--- src/rtl/tt_seq_pkg.sv ---
// Shared types and constants for the truth-table sweep controller.
package tt_seq_pkg;

    typedef enum logic [1:0] {
        IDLE   = 2'd0,
        DRIVE  = 2'd1,
        SAMPLE = 2'd2,
        DONE   = 2'd3
    } state_t;

    localparam logic [7:0] SILLY_EXPECTED = 8'h31;
    localparam int         SETTLE_W       = 4;

endpackage

--- src/rtl/settle_timer.sv ---
// Down-counter that measures how long each input vector is held before sampling.
module settle_timer
    import tt_seq_pkg::*;
#(
    parameter logic [SETTLE_W-1:0] LOAD_VAL = 4'd1
) (
    input  logic clk,
    input  logic reset,
    input  logic load,
    output logic expire
);

    logic [SETTLE_W-1:0] cnt_q;
    logic [SETTLE_W-1:0] cnt_d;

    // Loaded with SETTLE-1 so that expire rises on the SETTLE-th DRIVE cycle.
    always_comb begin
        cnt_d = cnt_q;
        if (load) begin
            cnt_d = LOAD_VAL;
        end else if (cnt_q != '0) begin
            cnt_d = cnt_q - 1'b1;
        end
    end

    always_ff @(posedge clk or posedge reset) begin
        if (reset) begin
            cnt_q <= '0;
        end else begin
            cnt_q <= cnt_d;
        end
    end

    assign expire = (cnt_q == '0);

endmodule

--- src/rtl/truth_table_sequencer.sv ---
// Sweeps every input combination of a small combinational unit, captures its
// truth table and compares it against a golden constant.
module truth_table_sequencer
    import tt_seq_pkg::*;
#(
    parameter int                       N_IN     = 3,
    parameter int                       SETTLE   = 2,
    parameter logic [(1<<N_IN)-1:0]     EXPECTED = SILLY_EXPECTED
) (
    input  logic                    clk,
    input  logic                    reset,
    input  logic                    start,
    output logic [N_IN-1:0]         drv,
    input  logic                    y,
    output logic                    busy,
    output logic                    done,
    output logic [(1<<N_IN)-1:0]    tt,
    output logic                    match,
    output logic                    fail_valid,
    output logic [N_IN-1:0]         first_fail
);

    localparam int              TW       = 1 << N_IN;
    localparam logic [N_IN-1:0] LAST_IDX = '1;

    state_t            state_q, state_d;
    logic [N_IN-1:0]   idx_q, idx_d;
    logic [TW-1:0]     tt_q, tt_d;
    logic              busy_q, busy_d;
    logic              done_q, done_d;
    logic              match_q, match_d;
    logic              fail_valid_q, fail_valid_d;
    logic [N_IN-1:0]   first_fail_q, first_fail_d;
    logic              timer_load;
    logic              timer_expire;

    settle_timer #(
        .LOAD_VAL (SETTLE_W'(SETTLE - 1))
    ) u_settle_timer (
        .clk    (clk),
        .reset  (reset),
        .load   (timer_load),
        .expire (timer_expire)
    );

    always_comb begin
        state_d      = state_q;
        idx_d        = idx_q;
        tt_d         = tt_q;
        busy_d       = busy_q;
        done_d       = 1'b0;
        match_d      = match_q;
        fail_valid_d = fail_valid_q;
        first_fail_d = first_fail_q;
        timer_load   = 1'b0;

        unique case (state_q)
            IDLE: begin
                if (start) begin
                    state_d      = DRIVE;
                    idx_d        = '0;
                    tt_d         = '0;
                    busy_d       = 1'b1;
                    match_d      = 1'b0;
                    fail_valid_d = 1'b0;
                    first_fail_d = '0;
                    timer_load   = 1'b1;
                end
            end
            DRIVE: begin
                if (timer_expire) begin
                    state_d = SAMPLE;
                end
            end
            SAMPLE: begin
                tt_d[idx_q] = y;
                if ((y != EXPECTED[idx_q]) && !fail_valid_q) begin
                    first_fail_d = idx_q;
                    fail_valid_d = 1'b1;
                end
                if (idx_q == LAST_IDX) begin
                    // match is formed from tt_d so it is already valid during the done pulse.
                    state_d = DONE;
                    busy_d  = 1'b0;
                    done_d  = 1'b1;
                    match_d = (tt_d == EXPECTED);
                end else begin
                    state_d    = DRIVE;
                    idx_d      = idx_q + 1'b1;
                    timer_load = 1'b1;
                end
            end
            DONE: begin
                state_d = IDLE;
            end
            default: begin
                state_d = IDLE;
            end
        endcase
    end

    always_ff @(posedge clk or posedge reset) begin
        if (reset) begin
            state_q      <= IDLE;
            idx_q        <= '0;
            tt_q         <= '0;
            busy_q       <= 1'b0;
            done_q       <= 1'b0;
            match_q      <= 1'b0;
            fail_valid_q <= 1'b0;
            first_fail_q <= '0;
        end else begin
            state_q      <= state_d;
            idx_q        <= idx_d;
            tt_q         <= tt_d;
            busy_q       <= busy_d;
            done_q       <= done_d;
            match_q      <= match_d;
            fail_valid_q <= fail_valid_d;
            first_fail_q <= first_fail_d;
        end
    end

    // The vector index doubles as the drive value, so drv never glitches between vectors.
    assign drv        = idx_q;
    assign busy       = busy_q;
    assign done       = done_q;
    assign tt         = tt_q;
    assign match      = match_q;
    assign fail_valid = fail_valid_q;
    assign first_fail = first_fail_q;

endmodule

--- config.mk ---
export PLATFORM = sky130hd
export DESIGN_NAME = truth_table_sequencer
export DESIGN_NICKNAME = d
export VERILOG_FILES = /design/src/rtl/tt_seq_pkg.sv /design/src/rtl/settle_timer.sv /design/src/rtl/truth_table_sequencer.sv
export SDC_FILE = /design/constraint.sdc
export NUM_CORES = 1
export LEC_CHECK = 0
export CAP_MARGIN = 15
export CORE_MARGIN = 2
export CORE_UTILIZATION = 40
export CTS_CLUSTER_DIAMETER = 50
export DETAILED_ROUTE_END_ITERATION = 6
export PLACE_DENSITY = 0.69
export RECOVER_POWER = 50
export SLEW_MARGIN = 20
export SYNTH_ARGS = -nofsm -noshare
export SYNTH_HDL_FRONTEND = slang
export SYNTH_SLANG_ARGS = --single-unit
--- constraint.sdc ---
create_clock -name clk -period 2.3 [get_ports clk]
set_clock_uncertainty 0.05 [all_clocks]
set_input_delay 0.345 -clock clk [delete_from_list [all_inputs] [get_ports clk]]
set_output_delay 0.345 -clock clk [all_outputs]
set_load 0.02 [all_outputs]
# Word level (Yosys, flattened, before mapping)
# Memory sizes are Yosys's and may differ from the RTL's.
# Cells that the tools add are included.
classes:
  n_eq_ne: 11
  add_sub_neg: 2
  n_lt_le_gt_ge: 2
  reduce_logical: 13
  muxes: 30
op_table:
  columns: ["op", "n"]
  rows:
  - ["8-bit case mux with 2 select lines", 1]
  - ["3-bit case mux with 2 select lines", 2]
  - ["1-bit 2-to-1 mux", 11]
  - ["2-bit inequality test, second input constant", 5]
  - ["3-bit 2-to-1 mux", 3]
  - ["3-bit AND reduction", 3]
  - ["8-bit bitwise mux", 1]
  - ["8-bit by 6-bit == test with 1-bit output, second input constant", 1]
  - ["4-bit 2-to-1 mux", 2]
  - ["8-bit 2-to-1 mux", 1]
  - ["1-bit case mux with 2 select lines", 4]
  - ["2-bit case mux with 4 select lines", 1]
  - ["2-bit 2-to-1 mux", 3]
  - ["2-bit == test, second input constant", 2]
  - ["4-bit zero test", 1]
  - ["3-bit by 4-bit less-than comparator with 1-bit output, second input constant", 1]
  - ["2-bit AND reduction", 2]
  - ["2-bit nonzero test", 2]
  - ["4-bit nonzero test", 1]
  - ["4-bit by 1-bit subtractor with 4-bit output, second input constant", 1]
  - ["3-bit by 1-bit adder with 3-bit output, second input constant", 1]
  - ["1-bit demux with 3-bit select", 1]
  - ["3-bit == test, second input constant", 1]
  - ["3-bit by 1-bit >= comparator with 1-bit output, second input constant", 1]
  - ["other kinds (5)", 6]
totals:
  ff_bits: 24
  elab_cells: 68
  mem_bits_ro: 8
  n_memories: 1
memory_table:
  columns: ["memory", "words", "word_bits", "rd", "rd_ports_with_merged_regs", "wr", "line", "rtl"]
  rows:
  - ["(no name shown)", 8, 1, 1, 0, 0, "truth_table_sequencer.sv:77", "if ((y != EXPECTED[idx_q]) && !fail_valid_q) begin"]

# Longest topological paths before layout
logic_depth:
  depth_word: 8
  depth_mapped: 8
  ltp_nobuf: 6

# Hierarchy
# From an unflattened synthesis, not the netlist that was laid out.
hier_totals:
  hier_cells: 143
  area_unflattened_um2: 1291.2
modules_own_cells:
  columns: ["mod", "n_inst", "seq_area_each_um2", "cells_each", "area_per_inst_um2"]
  rows:
  - ["truth_table_sequencer", 1, 500.5, 120, 1057.3]
  - ["settle_timer", 1, 100.1, 23, 234.0]

# Least setup slack after synthesis
# No wires, ideal clock.
synth_timing:
  path_type: "register -> register"
  start: "register idx_q[1], in the netlist drv[1]"
  end: "register first_fail_q[2], in the netlist first_fail[2]"
  synth_period_minus_slack_ns: 2.012
  path_buffers: 2
  path_slack_ns: 0.288
  stages_incl_launch_ff: 9
  required_ns: 2.123
  arrival_time_ns: 1.835
  cell_sequence: "dfrtp_1 > buf_2 > inv_1 > ha_1 > a21oi_1 > xor2_1 > or3_1 > buf_2 > mux2i_1"
synth_via:
  elab_chain_cells: 6
synth_rtl:
  columns: ["element", "line", "rtl"]
  rows:
  - ["start, declared", "truth_table_sequencer.sv:27", "logic [N_IN-1:0] idx_q, idx_d;"]
  - ["start signal, assigned", "truth_table_sequencer.sv:114", "idx_q <= idx_d;"]
  - ["memory read 8 x 1 bit", null, null]
  - ["1-bit 2-to-1 mux (implied by the code)", "truth_table_sequencer.sv:77", null]
  - ["1-bit inequality test", "truth_table_sequencer.sv:77", null]
  - ["1-bit logical AND", "truth_table_sequencer.sv:77", null]
  - ["2-bit inequality test (no source line)", null, null]
  - ["3-bit AND reduction (no source line)", null, null]
  - ["end signal, assigned", "truth_table_sequencer.sv:120", "first_fail_q <= first_fail_d;"]
  - ["end, declared", "truth_table_sequencer.sv:33", "logic [N_IN-1:0] first_fail_q, first_fail_d;"]
# Every way passes these cells. The select of a mux whose other input is x is not followed.
# A chain may end at the register's enable or synchronous reset.

# Final worst setup path
layout_timing:
  start: "register idx_q[2], in the netlist drv[2]"
  end: "output port drv[2]"
layout_lines:
  columns: ["element", "line", "rtl"]
  rows:
  - ["end, declared", "truth_table_sequencer.sv:13", "output logic [N_IN-1:0] drv,"]
# No word-level cell between the ends.

==> impl_metrics.json <==
{
  "wire_per_inst_um": 13.0,
  "wl_mm": 2.75,
  "first_iter_violations": 54,
  "cts_setup_buffers": 0,
  "crit_chain": "clkdlybuf4s50_1",
  "power.total_w": 0.00137,
  "initial_core_util": 0.410,
  "min_period_ns": 2.04,
  "grt.overflow.total": 0,
  "maxSlewHeadroom": 0.154,
  "p_leak_nw": 0.720,
  "numPortBuffers": 21,
  "final_cell_mix": "24 x dfrtp_1, 20 x clkdlybuf4s50_1, 17 x o21ai_0, 15 x nand2_1, 12 x nor2_1",
  "viasPerCell": 4.91,
  "hpwl_mm": 2.10,
  "path_max_fanout": 15,
  "cp_slowest_cell": "clkdlybuf4s50_1",
  "slew_violations": 0,
  "vdd_drop_max_mv": 0.419,
  "drive_above_1_share": 0.0788,
  "yosysWarnings": 0,
  "fin_nets": 175,
  "drc": 0,
  "regArea_um2": 601,
  "cp.required_ns": 1.90,
  "die-area_um2": 3850,
  "crit_path_end_kind": "primary output",
  "antennaDiodeCount": 0,
  "core_area_um2": 3280,
  "grt_max_degree": 25,
  "syn2layout_area_growth_pct": 19.7,
  "dp.cells": 207,
  "hp-class": "register to register",
  "hold_viol": 0,
  "cts.htree.levels": 1,
  "final_common_cell": "dfrtp_1",
  "setup_violations": 0,
  "synth_fp_nets": 152,
  "ctsLongestPathBuffers": 2,
  "rsz0062_at_grt": "no",
  "drv_cap": 0,
  "multi_input_area_um2": 654,
  "tns_ns": 0,
  "final_cells": 211,
  "yosysSeqAreaShare": 0.446,
  "worst_slew_pin_slew_ns": 1.27,
  "dr.pass1.iters": 4,
  "cp_top_family": "buffers and inverters",
  "worst_ep_arrival_time_ns": 1.64,
  "antenna_left": 0,
  "antenna_found_initial": 0,
  "grt_pass1_wl_mm": 4.77,
  "syn_area_um2": 1350,
  "first_global_vias": 1083,
  "ys_seq_elements": 24,
  "tritoncts": "yes",
  "avgSynthCellArea_um2": 9.41,
  "num_rows": 21,
  "ctsHoldBuffers": 0,
  "die_h_um": 62.0,
  "critPathBufInv": 1,
  "min_period_over_period": 0.885,
  "fillers": 324,
  "fmax_mhz": 491,
  "die_w_um": 62.0,
  "critPathLaunchType": "register",
  "cpPeakStageDelay_ns": 0.69,
  "io_pins": 22,
  "clockRootBuffer": "clkbuf_4",
  "p_per_area_nw_per_um2": 849,
  "place_ws_ns": 0.365,
  "grt_usage": 0.169,
  "crit_type": "register to primary output",
  "outcome": "finished clean",
  "path_clk_slew_ns": 0.14,
  "cts_buffers": 3,
  "clk_latency_ns": 0.32,
  "cts.repair.resized": 0,
  "gp_congestion": 0.877,
  "clock_sinks": 24,
  "ys_types": 38,
  "dr_total_vias": 1036,
  "fin_ws_ns": 0.264,
  "synth_cells": 143
}
-- cell usage after synthesis --
cell type	n	area share
nor4b_2	1	0.011
a31oi_1	1	0.0046
clkbuf_1	1	0.0028
a21oi_1	10	0.037
buf_12	1	0.015
o21a_1	1	0.0056
a211oi_1	1	0.0056
nand3_1	3	0.011
nand2b_1	6	0.028
o31ai_1	3	0.017
nand2_1	15	0.042
buf_4	1	0.0056
and3b_4	1	0.0093
nor2_1	12	0.033
o21ai_0	17	0.063
mux2i_1	6	0.045
buf_2	3	0.011
xor2_1	1	0.0065
inv_1	7	0.020
ha_1	5	0.046
nor2b_2	1	0.0065
nand4bb_1	1	0.0084
or4_1	1	0.0056
nor2b_1	1	0.0046
nor4_1	1	0.0046
mux2_2	1	0.0084
or3_1	2	0.0093
o21ai_1	1	0.0037
xnor2_1	2	0.013
buf_6	1	0.0084
o32ai_2	1	0.012
a31o_1	1	0.0065
and3_1	1	0.0046
nor3b_2	1	0.0093
and2_1	2	0.0093
nor3_1	3	0.011
dfrtp_1	24	0.45
nand2_2	2	0.0093
-- layer usage --
layer	GRT usage	share of wire
met5	0	0
met4	0.0699	0.0065
met3	0.0269	0.026
met2	0.290	0.50
met1	0.209	0.46
-- tightest hold or removal path, cell delays in order (launching register included) --
cell and delay, ns:
dfrtp_1 0.37, nand2_1 0.05, nand2_1 0.05
-- cells by family after synthesis --
logic type,after synthesis,synth area share
xor gates and xnor gates,3,0.0195
muxes,7,0.0530
DFF,24,0.446
and+or+nand+nor,54,0.217
adders and majority gates,5,0.0465
AOI/OAI and AO/OA,36,0.155
buffers and inverters,14,0.0623
-- power by group --
part | total [W] | internal [W] | leakage [nW] | switching [W]
registers | 0.000560 | 0.000503 | 0.320 | 0.0000570
clock network | 0.000222 | 0.0000968 | 0.0210 | 0.000126
logic | 0.000587 | 0.000243 | 0.379 | 0.000344
-- flip-flops by register name (all words and copies together), names as in the netlist --
register              cells
done                      1
fail_valid                1
drv                       3
state_q                   2
tt                        8
u_settle_timer.cnt_q      4
first_fail                3
match                     1
busy                      1
-- per-stage QoR --
stage | instance area (µm²) | hold slack, ns | util
floorplan | 1350 | 0.310 | -
global placement | 1590 | 0.421 | 0.483
detailed placement | 1590 | 0.430 | 0.483
CTS | 1620 | 0.301 | 0.494
global route | 1610 | 0.499 | 0.491
finish | 1610 | 0.447 | 0.491
-- area by class of cell --
type	instances	area share
multi-input cells	105	0.406
flip-flops and latches	24	0.373
repair buffers	25	0.147
well taps	46	0.0357
clock buffers	4	0.0225
inverters	7	0.0163
-- final timing paths --
| path | from | endpoint | slack [ns] | cells past startpoint |
|---|---|---|---|---|
| worst min-delay path | busy$_DFFE_PP0P_ | busy$_DFFE_PP0P_ | 0.45 | 2 |
| worst max register to register | drv[2]$_DFFE_PP0P_ | first_fail[2]$_DFFE_PP0P_ | 0.44 | 5 |
| min in group asynchronous | reset | match$_DFFE_PP0P_ | 0.81 | 3 |
| worst max-delay path | drv[2]$_DFFE_PP0P_ | drv[2] | 0.26 | 1 |
| worst min register to register | busy$_DFFE_PP0P_ | busy$_DFFE_PP0P_ | 0.45 | 2 |
| max in group asynchronous | reset | u_settle_timer.cnt_q[1]$_DFFE_PP0P_ | 0.64 | 3 |
No activity file was read; power rests on OpenSTA's default activity.
